===== src/rtl/ab_link.sv =====
// Registered, flow-controlled bidirectional link between module A and module B.
// Each direction is an independent FIFO with valid/ready handshakes, occupancy count and flush.

module ab_link_fifo #(
  parameter  int WIDTH = 8,
  parameter  int DEPTH = 4,
  localparam int PW    = $clog2(DEPTH),
  localparam int CW    = PW + 1
) (
  input  logic             clk,
  input  logic             rst,
  input  logic             flush,
  input  logic [WIDTH-1:0] wr_data,
  input  logic             wr_valid,
  output logic             wr_ready,
  output logic [WIDTH-1:0] rd_data,
  output logic             rd_valid,
  input  logic             rd_ready,
  output logic [CW-1:0]    count
);

  localparam logic [CW-1:0] FULL = CW'(DEPTH);

  logic [WIDTH-1:0] mem [DEPTH];
  logic [PW-1:0]    wr_ptr;
  logic [PW-1:0]    rd_ptr;
  logic             wr_fire;
  logic             rd_fire;

  // Handshake flags come from the registered count only, so ready never sees rd_ready.
  assign wr_ready = (count != FULL);
  assign rd_valid = (count != '0);
  assign rd_data  = mem[rd_ptr];
  assign wr_fire  = wr_valid && wr_ready;
  assign rd_fire  = rd_valid && rd_ready;

  always_ff @(posedge clk) begin
    if (rst || flush) begin
      wr_ptr <= '0;
      rd_ptr <= '0;
      count  <= '0;
    end else begin
      if (wr_fire) wr_ptr <= wr_ptr + PW'(1);
      if (rd_fire) rd_ptr <= rd_ptr + PW'(1);
      case ({wr_fire, rd_fire})
        2'b10:   count <= count + CW'(1);
        2'b01:   count <= count - CW'(1);
        default: count <= count;
      endcase
    end
  end

  // Flush leaves stale entries in place; only rst scrubs the storage.
  always_ff @(posedge clk) begin
    if (rst) begin
      for (int i = 0; i < DEPTH; i++) mem[i] <= '0;
    end else if (!flush && wr_fire) begin
      mem[wr_ptr] <= wr_data;
    end
  end

endmodule

module ab_link #(
  parameter  int A_TO_B_BITWIDTH = 8,
  parameter  int B_TO_A_BITWIDTH = 8,
  parameter  int FIFO_DEPTH      = 4,
  localparam int CW              = $clog2(FIFO_DEPTH) + 1
) (
  input  logic                       clk,
  input  logic                       rst,
  input  logic                       flush,
  input  logic [A_TO_B_BITWIDTH-1:0] a_tx_data,
  input  logic                       a_tx_valid,
  output logic                       a_tx_ready,
  output logic [A_TO_B_BITWIDTH-1:0] b_rx_data,
  output logic                       b_rx_valid,
  input  logic                       b_rx_ready,
  input  logic [B_TO_A_BITWIDTH-1:0] b_tx_data,
  input  logic                       b_tx_valid,
  output logic                       b_tx_ready,
  output logic [B_TO_A_BITWIDTH-1:0] a_rx_data,
  output logic                       a_rx_valid,
  input  logic                       a_rx_ready,
  output logic [CW-1:0]              a_to_b_count,
  output logic [CW-1:0]              b_to_a_count
);

  ab_link_fifo #(
    .WIDTH (A_TO_B_BITWIDTH),
    .DEPTH (FIFO_DEPTH)
  ) u_a_to_b (
    .clk      (clk),
    .rst      (rst),
    .flush    (flush),
    .wr_data  (a_tx_data),
    .wr_valid (a_tx_valid),
    .wr_ready (a_tx_ready),
    .rd_data  (b_rx_data),
    .rd_valid (b_rx_valid),
    .rd_ready (b_rx_ready),
    .count    (a_to_b_count)
  );

  ab_link_fifo #(
    .WIDTH (B_TO_A_BITWIDTH),
    .DEPTH (FIFO_DEPTH)
  ) u_b_to_a (
    .clk      (clk),
    .rst      (rst),
    .flush    (flush),
    .wr_data  (b_tx_data),
    .wr_valid (b_tx_valid),
    .wr_ready (b_tx_ready),
    .rd_data  (a_rx_data),
    .rd_valid (a_rx_valid),
    .rd_ready (a_rx_ready),
    .count    (b_to_a_count)
  );

endmodule


===== config.mk =====
export PLATFORM = sky130hd
export DESIGN_NAME = ab_link
export DESIGN_NICKNAME = d
export VERILOG_FILES = /design/src/rtl/ab_link.sv
export SDC_FILE = /design/constraint.sdc
export NUM_CORES = 1
export LEC_CHECK = 0
export ABC_AREA = 1
export CELL_PAD_IN_SITES_DETAIL_PLACEMENT = 0
export CELL_PAD_IN_SITES_GLOBAL_PLACEMENT = 1
export CORE_AREA = 2 2 99 101
export CTS_BUF_LIST = sky130_fd_sc_hd__clkbuf_4
export CTS_CLUSTER_SIZE = 24
export DETAILED_ROUTE_END_ITERATION = 8
export DIE_AREA = 0 0 101 103
export GPL_TIMING_DRIVEN = 1
export PLACE_DENSITY_LB_ADDON = 0.1
export SLEW_MARGIN = 0
export SYNTH_ARGS = -nofsm -noshare
export SYNTH_HDL_FRONTEND = slang
export SYNTH_SLANG_ARGS = --single-unit

===== constraint.sdc =====
create_clock -name clk -period 2.6 [get_ports clk]
set_input_delay 0.65 -clock clk [delete_from_list [all_inputs] [get_ports clk]]
set_output_delay 0.65 -clock clk [all_outputs]
set_load 0.005 [all_outputs]

==> qor.yml <==
core_um2: 9459
synth_edf_count: 64
cts_buffers: 9
synth_top_cell_area_share: 0.5214
area_growth_pct: 24.75
rows: 36
setup_viol: 0
grt_pass1_vias: 2789
outcome: "completed"
die_h_um: 103
p_leak_nw: 1.851
grt_max_degree: 17
critPathKind: "flop to output port"
synth_cell_type_count: 23
dr_wl_met2_mm: 3.796
fp.dieW_um: 101
rsz0062_at_grt: "no"
initial_core_util: 0.3897
final_cell_mix: "89 x nor2_1, 64 x edfxtp_1, 48 x clkdlybuf4s50_1, 42 x inv_1, 37 x o21ai_0"
ir_worst_vdd_mv: 0.2517
max-slew-margin-rel: 0.7101
antenna_left: 0
required_ps: 1950
timing.fmax_mhz: 404.1
via_count: 2791
clockBufferDepth: 2
netlist_area_um2: 3686
die-area_um2: 10400
synthArstFlopShare: 0
drv_cap: 0
yosysTopAreaCell: "edfxtp_1"
powerDensity_nw_per_um2: 576.0
yosysSeqAreaShare: 0.6191
avgSynthCellArea_um2: 9.856
layout-drive-gt1-share: 0.1242
endpoint: "b_rx_data[2]"
drc: 0
crit_slowest_cell: "clkdlybuf4s50_1"
yosysWarnings: 0
critPathLaunchType: "flop"
fin_setup_tns_ps: 0
worstHoldPathCells: 2
final_common_cell: "nor2_1"
vias_per_cell: 4.940
path_cells: "buf_6 -> o21ai_0 -> o22ai_1 -> clkdlybuf4s50_1"
arrival_ps: 1820
htree_levels: 3
fillers: 912
reg2reg_slack_ps: 710
finalCriticalPeriod_ps: 2475
worst_slew_pin_slew_ps: 433.8
fin_crit_sh: 0.9517
multi_input_area_um2: 1182
gp_congestion: 0.7844
synthTopCellsByArea: "edfxtp_1 52%, dfxtp_1 9.8%, nor2_1 9.1%"
slowest_delay_ps: 530
io_pins: 49
hold_violations: 0
wl_per_cell_um: 14.83
routed.top_layer: "met4"
route.met3.wl_um: 305
final_area_um2: 4598
r2r_cells: 12
track_usage: 0.1732
grt_pass1_wl_mm: 13.59
grt_overflow_total: 0
crit_path_end_kind: "output port"
final-seq-area_um2: 2288
antenna_found_initial: 0
wl_met1_mm: 4.103
cts_sinks: 82
final_max_slew_viol_count: 0
first_pass_iters: 4
cts.clk_slew.worst_paths_ps: 130
cts-root-buf: "clkbuf_4"
synth_seq_cells: 82
syn_nets: 401
place_area_um2: 4402
synth_top_flop_cell: "edfxtp_1"
postSynthCellCount: 374
drt_iter0_drc: 116
hold_class: "flop to flop"
worstPathMaxFanout: 16
antenna_cells: 0
reg2reg_from: "u_a_to_b.count[1]"
worstSkewPairLatency_ps: 420
r2r_end: "u_a_to_b.count[2]"
port-buffer-count: 48
final_nets: 473
routed_wl_mm: 8.381
dpl.hpwl_mm: 5.674
finClkSkew_ps: 13.57
final_util: 0.4861
cts_tree: "done"
[through the flow]
stage / hold slack (ps) / setup slack, ps / total power [W] / instances
after floorplan: 465.9 / 452.9 / 0.001670 / 374
after global placement: 497.9 / 251.0 / 0.001836 / 546
after detailed placement: 481.6 / 215.1 / 0.001838 / 546
after CTS: 498.7 / 1.195 / 0.002662 / 562
after global routing: 526.9 / 7.589 / 0.002760 / 565
final: 491.6 / 125.5 / 0.002649 / 565
[worst max-delay path: cells and delay by family (launching register included)]
kind / cells / cell delay, ps
AO/OA/AOI/OAI: 2 / 290
flip-flops: 1 / 410
buffers and inverters: 2 / 700
[area by class of cell]
class / instances / share of cell area
inverters: 47 / 0.03973
clock buffers: 9 / 0.01469
clock inverters: 7 / 0.02014
well taps: 114 / 0.03102
repair buffers: 68 / 0.1380
repair inverters: 1 / 0.001633
flip-flops and latches: 82 / 0.4977
multi-input cells: 237 / 0.2571
[Yosys cell counts (4+ instances only)]
cell	number
nor2_1	89
edfxtp_1	64
inv_1	45
o21ai_0	38
nand2_1	35
dfxtp_1	18
nor3_1	16
o22ai_1	16
a21oi_1	12
nand3_1	12
buf_2	7
nand2_2	4
nor2_4	4
[where the power goes]
group / switching [W] / internal, W
Combinational: 0.000170 / 0.000144
Sequential: 0.0000208 / 0.00147
Clock: 0.000451 / 0.000389
[registers in the layout, summed over array words and instances, names as in the netlist, named ones only]
signal           count
u_a_to_b.count       3
u_a_to_b.mem        32
u_a_to_b.rd_ptr      2
u_a_to_b.wr_ptr      2
u_b_to_a.count       3
u_b_to_a.mem        32
u_b_to_a.rd_ptr      2
u_b_to_a.wr_ptr      2
[per-layer routing]
layer	up-vias	global-route usage
met5	-	0
met3	14	0.02915
met2	60	0.2785
met1	1307	0.2356
met4	0	0.06965
li1	1410	-
[logic make-up after synthesis]
kind of cell | after synthesis | share of synthesized area
DFF | 82 | 0.6191
buffers and inverters | 55 | 0.06008
adders and majority gates | 4 | 0.01765
AOI/OAI and AO/OA | 66 | 0.09505
and+or+nand+nor | 167 | 0.2081
[how the worst min path moves through the flow]
stage / start / end / slack [ps]
final: u_b_to_a.wr_ptr[0] / u_b_to_a.wr_ptr[0] / 490
after global routing: u_b_to_a.wr_ptr[0] / u_b_to_a.wr_ptr[0] / 530
after CTS: u_b_to_a.wr_ptr[0] / u_b_to_a.wr_ptr[0] / 500
after detailed placement: u_b_to_a.wr_ptr[0] / u_b_to_a.wr_ptr[0] / 480
after global placement: u_b_to_a.wr_ptr[0] / u_b_to_a.wr_ptr[0] / 500
after floorplan: u_b_to_a.rd_ptr[1] / flop / 470
[what timing repair did]
item,4_1_cts,5_1_grt
hold buffers,0,0
setup endpoints to repair,9,9
gates resized for setup,3,7
gates cloned,0,1
buffers inserted,0,2
pin swaps,0,0
No activity file was read; power rests on OpenSTA's default activity.
